`config.mk`:
```
export PLATFORM = sky130hd
export DESIGN_NAME = combo_tracker
export DESIGN_NICKNAME = d
export VERILOG_FILES = /design/src/rtl/combo_tracker_pkg.sv /design/src/rtl/combo_bcd_conv.sv /design/src/rtl/combo_tracker.sv
export SDC_FILE = /design/constraint.sdc
export NUM_CORES = 1
export LEC_CHECK = 0
export BUFFER_PORTS_ARGS = -buffer_cell sky130_fd_sc_hd__buf_2
export CAP_MARGIN = 20
export CORE_MARGIN = 1.5
export CORE_UTILIZATION = 50
export DETAILED_ROUTE_END_ITERATION = 10
export PLACE_DENSITY = 0.8
export SLEW_MARGIN = 10
export SYNTH_ARGS = -nofsm -noshare
export SYNTH_HDL_FRONTEND = slang
export SYNTH_SLANG_ARGS = --single-unit
export TNS_END_PERCENT = 30
```
`constraint.sdc`:
```
create_clock -name OriginalClk -period 7.4 [get_ports OriginalClk]
set_clock_uncertainty 0.1 [all_clocks]
set_input_delay 0 -clock OriginalClk [delete_from_list [all_inputs] [get_ports OriginalClk]]
set_output_delay 0 -clock OriginalClk [all_outputs]
set_load 0.05 [all_outputs]
```
`src/rtl/combo_tracker_pkg.sv`:
```
// Shared definitions for combo_tracker: judgement codes, field width and
// the BCD converter state encoding.
package combo_tracker_pkg;

    localparam int JW = 3;

    localparam logic [JW-1:0] JUDGE_NONE = 3'd0;
    localparam logic [JW-1:0] JUDGE_LOST = 3'd1;
    localparam logic [JW-1:0] JUDGE_FAR  = 3'd2;
    localparam logic [JW-1:0] JUDGE_PURE = 3'd3;

    typedef enum logic [1:0] {
        CONV_IDLE  = 2'd0,
        CONV_SHIFT = 2'd1,
        CONV_DONE  = 2'd2
    } conv_state_t;

endpackage

```
`src/rtl/combo_bcd_conv.sv`:
```
// Double-dabble binary-to-BCD converter, one shift per cycle. Start loads Bin;
// Done is high during the cycle of the final (CW-th) shift.
module combo_bcd_conv #(
    parameter int CW     = 16,
    parameter int DIGITS = 5
) (
    input  logic                OriginalClk,
    input  logic                Reset,
    input  logic                Start,
    input  logic [CW-1:0]       Bin,
    output logic [4*DIGITS-1:0] Digits,
    output logic                Done
);

    localparam int RW = 4*DIGITS + CW;
    localparam int KW = $clog2(CW + 1);

    logic [RW-1:0] sr;
    logic [RW-1:0] sr_adj;
    logic [KW-1:0] left;

    // Adjust every BCD digit >= 5 before the shift so it carries correctly.
    always_comb begin
        sr_adj = sr;
        for (int d = 0; d < DIGITS; d++) begin
            if (sr[CW+4*d +: 4] >= 4'd5) begin
                sr_adj[CW+4*d +: 4] = sr[CW+4*d +: 4] + 4'd3;
            end
        end
    end

    always_ff @(posedge OriginalClk) begin
        if (Reset) begin
            sr   <= '0;
            left <= '0;
        end else if (Start) begin
            sr   <= {{(4*DIGITS){1'b0}}, Bin};
            left <= KW'(CW);
        end else if (left != '0) begin
            sr   <= {sr_adj[RW-2:0], 1'b0};
            left <= left - KW'(1);
        end
    end

    assign Digits = sr[RW-1 -: 4*DIGITS];
    assign Done   = (left == KW'(1));

endmodule

```
`src/rtl/combo_tracker.sv`:
```
// Per-song combo / judgement tracker with an optional BCD view of Combo,
// built only when COMBO_BCD_EN is defined.
module combo_tracker
    import combo_tracker_pkg::*;
#(
    parameter int TRACKS = 6,
    parameter int CW     = 16,
    parameter int DIGITS = 5
) (
    input  logic                 OriginalClk,
    input  logic                 Reset,
    input  logic                 Clear,
    input  logic [JW*TRACKS-1:0] Msg,
    output logic [CW-1:0]        Combo,
    output logic [CW-1:0]        MaxCombo,
    output logic [CW-1:0]        PureCount,
    output logic [CW-1:0]        FarCount,
    output logic [CW-1:0]        LostCount,
    output logic [4*DIGITS-1:0]  ComboDigits,
    output logic                 DigitsValid
);

    localparam int NW = $clog2(TRACKS + 1);
    localparam int SW = CW + NW;
    localparam logic [CW-1:0] CMAX = '1;

    logic [NW-1:0] n_pure, n_far, n_lost, n_hit;
    logic [CW-1:0] combo_next, max_next;

    function automatic logic [CW-1:0] sat_add(input logic [CW-1:0] a, input logic [NW-1:0] b);
        logic [SW-1:0] s;
        s = SW'(a) + SW'(b);
        return (s > SW'(CMAX)) ? CMAX : s[CW-1:0];
    endfunction

    // Codes 4..7 fall into the default arm and count as lost.
    always_comb begin
        n_pure = '0;
        n_far  = '0;
        n_lost = '0;
        for (int i = 0; i < TRACKS; i++) begin
            case (Msg[JW*i +: JW])
                JUDGE_NONE: ;
                JUDGE_PURE: n_pure = n_pure + NW'(1);
                JUDGE_FAR:  n_far  = n_far + NW'(1);
                default:    n_lost = n_lost + NW'(1);
            endcase
        end
    end

    always_comb begin
        n_hit      = n_pure + n_far;
        combo_next = (n_lost != '0) ? '0 : sat_add(Combo, n_hit);
        max_next   = (combo_next > MaxCombo) ? combo_next : MaxCombo;
    end

    always_ff @(posedge OriginalClk) begin
        if (Reset || Clear) begin
            Combo     <= '0;
            MaxCombo  <= '0;
            PureCount <= '0;
            FarCount  <= '0;
            LostCount <= '0;
        end else begin
            Combo     <= combo_next;
            MaxCombo  <= max_next;
            PureCount <= sat_add(PureCount, n_pure);
            FarCount  <= sat_add(FarCount, n_far);
            LostCount <= sat_add(LostCount, n_lost);
        end
    end

`ifdef COMBO_BCD_EN
    conv_state_t          conv_state, conv_state_next;
    logic                 dirty;
    logic                 combo_change;
    logic                 conv_start;
    logic                 conv_done;
    logic [4*DIGITS-1:0]  conv_digits;

    assign combo_change = (combo_next != Combo);

    always_comb begin
        conv_state_next = conv_state;
        conv_start      = 1'b0;
        case (conv_state)
            CONV_IDLE: begin
                if (dirty) begin
                    conv_start      = 1'b1;
                    conv_state_next = CONV_SHIFT;
                end
            end
            CONV_SHIFT: if (conv_done) conv_state_next = CONV_DONE;
            CONV_DONE:  conv_state_next = CONV_IDLE;
            default:    conv_state_next = CONV_IDLE;
        endcase
    end

    // A change on the same edge as a snapshot or a DONE write keeps the
    // digits marked stale so IDLE starts another pass.
    always_ff @(posedge OriginalClk) begin
        if (Reset || Clear) begin
            conv_state  <= CONV_IDLE;
            dirty       <= 1'b0;
            ComboDigits <= '0;
            DigitsValid <= 1'b1;
        end else begin
            conv_state <= conv_state_next;
            dirty      <= combo_change | (dirty & ~conv_start);
            if (conv_start) begin
                DigitsValid <= 1'b0;
            end
            if (conv_state == CONV_DONE) begin
                ComboDigits <= conv_digits;
                DigitsValid <= ~dirty & ~combo_change;
            end
        end
    end

    combo_bcd_conv #(
        .CW     (CW),
        .DIGITS (DIGITS)
    ) u_conv (
        .OriginalClk (OriginalClk),
        .Reset       (Reset || Clear),
        .Start       (conv_start),
        .Bin         (Combo),
        .Digits      (conv_digits),
        .Done        (conv_done)
    );
`else
    assign ComboDigits = '0;
    assign DigitsValid = 1'b0;
`endif

endmodule

```
==> metrics.txt <==
status finished clean; Setup TNS 0 ns; LEAKAGE between 2 and 3 nW; ant diodes 0; Setup crit end kind register; Routed Antenna Nets 0; root buffer cell clkbuf_8; cell internal pwr 0.000685 W; fmax about 150 MHz; vias in the first global route 4383; cell mode on critical path ha_1; Slew HR 0.268; clock tree buffer depth 2; clock tree sinks 80; Startpoint Class input pin; drt total wl 12600 um; DRC errors left 0; die span in y 107 um; Slew @ Worst Pin 1.09 ns; vias per std cell 5.42; power share of the sequential group 0.407; Num CTS Buffers 9; peak supply drop 0.133 mV; Clk network pwr share 0.279; Pins Over Slew Limit 0; Top FF cell, synth dfxtp_1; largest net degree at the start of global routing 67; commonest non-fill, non-tap cell in the layout buf_2; switch share 0.373; Syn Inst Count 655; clk_lat worst skew 0.36 ns; sequential fraction of the synthesis area 0.297; Row Count 37; share of layout cells above drive strength 1 0.187; IO Count 122; CP max FO 13; fin crit period 6.81 ns; CP Data Arrival Time 6.94 ns; post-synthesis register bit count 80; Worst path max stage delay about 0.93 ns; Placer Congestion 0.895; die width between 100 and 150 um; slack of the critical path about 0.6 ns; CTS tree built; Critical Path Source Msg[3]; starting density of the core 0.518; critical path required time 7.54 ns; hold wc startpoint Msg[15]; initial antenna violation count 0; Die ar. ~11000 um2; synthesized area per cell 8.24 um2; via count between 4k and 5k; initial DRC count 212; FF-to-FF Start Combo[0]; routed wire length per instance ~14 um; GR Util All Layers 0.217; final hold vios 0; core box area 10400 um2; period utilization 0.920; synthesis warning total 0; Total Nets Final 825; asr flop ratio synth 0; pre-CTS WS 0.180 ns; Setup-failing EPs final 0; I/O Buffers 100; Critical Path Slowest Stage Cell o31ai_2; HPWL Detailed 9440 um; worst hold path type input pin to register; CTS HTree Levels 3; Area Overhead vs Synth 14.4%; synth unique cells 57; number of max-cap violations 0; drt pass-1 iters 5; RSZ-0062 raised after global routing no; Comb pwr share 0.314; first-pass GRT wire length slightly above 20000 um; most frequent cells in the layout 100 x buf_2, 80 x dfxtp_1, 64 x a21oi_1; critical path type input pin to register; GR Overflow Total 0; Layout fillers 916; Clock transition at path regs 0.09 ns; Post-synth EDFFs 0; mapped cell area 5400 um2; r2r setup slk 3.06 ns; P per Cell Area between 150 and 200 nW/um2; NetSw a little over 0.0004 W
[critical path: cells and delay by family]
kind,cells,cell delay (ns)
compound gates,8,2.09
xor+xnor,5,0.86
fa+ha+maj,6,1.96
buf+inv,4,0.40
mux,2,0.46
simple gates,6,1.17
[sequential cells by signal, summed over array words and instances, names as in the netlist]
name       count
PureCount     16
MaxCombo      16
FarCount      16
Combo         16
LostCount     16
[per-layer routing]
layer	track usage	up-vias	wire length, um
li1	-	2451	-
met1	0.274	2229	5770
met2	0.367	146	5940
met3	0.0462	17	726
met4	0.0733	0	206
met5	0	-	0
[layout make-up]
class                   instances  area [um2]  area share
clock buffers                  12         155      0.0251
well taps                     136         170      0.0276
repair buffers                110         583      0.0944
multi-input cells             500        3440       0.557
clock inverters                 4        28.8     0.00466
flip-flops and latches         80        1600       0.259
inverters                      52         195      0.0316
[metrics by stage]
stage          instance area (um2)  instances  total power, W  hold WS (ns)  utilization
2_1_floorplan                 5470        675        0.000724         0.117            -
3_3_place_gp                  5940        873        0.000773         0.311        0.570
3_5_place_dp                  5940        873        0.000784         0.323        0.570
4_1_cts                       6140        891         0.00108         0.101        0.590
5_1_grt                       6180        894         0.00115         0.363        0.593
6_report                      6180        894         0.00109         0.303        0.593
[cell usage after synthesis, types with 2 or more instances]
| cell | number | share of area |
|---|---|---|
| a211oi_1 | 8 | 0.011 |
| a21boi_0 | 2 | 0.0028 |
| a21o_1 | 3 | 0.0042 |
| a21oi_1 | 64 | 0.059 |
| a31oi_1 | 4 | 0.0046 |
| and2_1 | 2 | 0.0023 |
| and3_1 | 14 | 0.016 |
| and4_1 | 3 | 0.0049 |
| buf_1 | 2 | 0.0014 |
| buf_2 | 2 | 0.0019 |
| buf_4 | 21 | 0.029 |
| buf_6 | 2 | 0.0042 |
| clkbuf_1 | 17 | 0.012 |
| dfxtp_1 | 80 | 0.30 |
| fa_1 | 5 | 0.019 |
| ha_1 | 46 | 0.11 |
| inv_1 | 52 | 0.036 |
| mux2_2 | 7 | 0.015 |
| mux2i_1 | 6 | 0.011 |
| nand2_1 | 37 | 0.026 |
| nand2b_1 | 4 | 0.0046 |
| nand3_1 | 33 | 0.031 |
| nand3b_1 | 5 | 0.0070 |
| nand4_1 | 10 | 0.012 |
| nor2_1 | 52 | 0.036 |
| nor2b_1 | 11 | 0.013 |
| nor3_1 | 22 | 0.020 |
| nor3b_1 | 8 | 0.011 |
| nor4_1 | 4 | 0.0046 |
| o211a_1 | 4 | 0.0074 |
| o211ai_1 | 2 | 0.0028 |
| o21a_1 | 2 | 0.0028 |
| o21ai_0 | 19 | 0.018 |
| o41ai_1 | 11 | 0.018 |
| or2_2 | 3 | 0.0035 |
| or3_1 | 4 | 0.0046 |
| or3b_1 | 3 | 0.0049 |
| xnor2_1 | 31 | 0.050 |
| xor2_1 | 32 | 0.052 |
[kinds of logic (layout without fill, tap and decap cells)]
group	count (synthesis)	after routing	synth area share
AND/OR/NAND/NOR	221	221	0.213
AO/OA/AOI/OAI	129	130	0.147
buffers and inverters	96	178	0.0846
flip-flops	80	80	0.297
XOR/XNOR	64	64	0.106
adder cells (fa/ha/maj)	51	51	0.125
multiplexers	13	13	0.0257
other	1	21	0.000695
[worst paths after layout]
| kind | depth (start not counted) | endpoint |
|---|---|---|
| worst max-delay path | 31 | MaxCombo[3] |
| worst min-delay path | 6 | FarCount[0] |
| worst max register to register | 15 | MaxCombo[9] |
| worst min register to register | 2 | MaxCombo[15] |
[power by group through the flow]
stage / clock network [W] / registers [W] / logic [W]
after global routing: 0.000326 / 0.000446 / 0.000378
after global placement: 0 / 0.000455 / 0.000318
final: 0.000304 / 0.000445 / 0.000343
after floorplan: 0 / 0.000483 / 0.000241
after detailed placement: 0 / 0.000455 / 0.000330
after CTS: 0.000308 / 0.000445 / 0.000332
[what timing repair did]
action	CTS	global route
hold buffers	2	1
resized for setup	0	2
endpoints found under the setup margin	0	4
endpoints found under the hold margin	10	3
setup buffers	0	0
No activity file was read; power rests on OpenSTA's default activity.
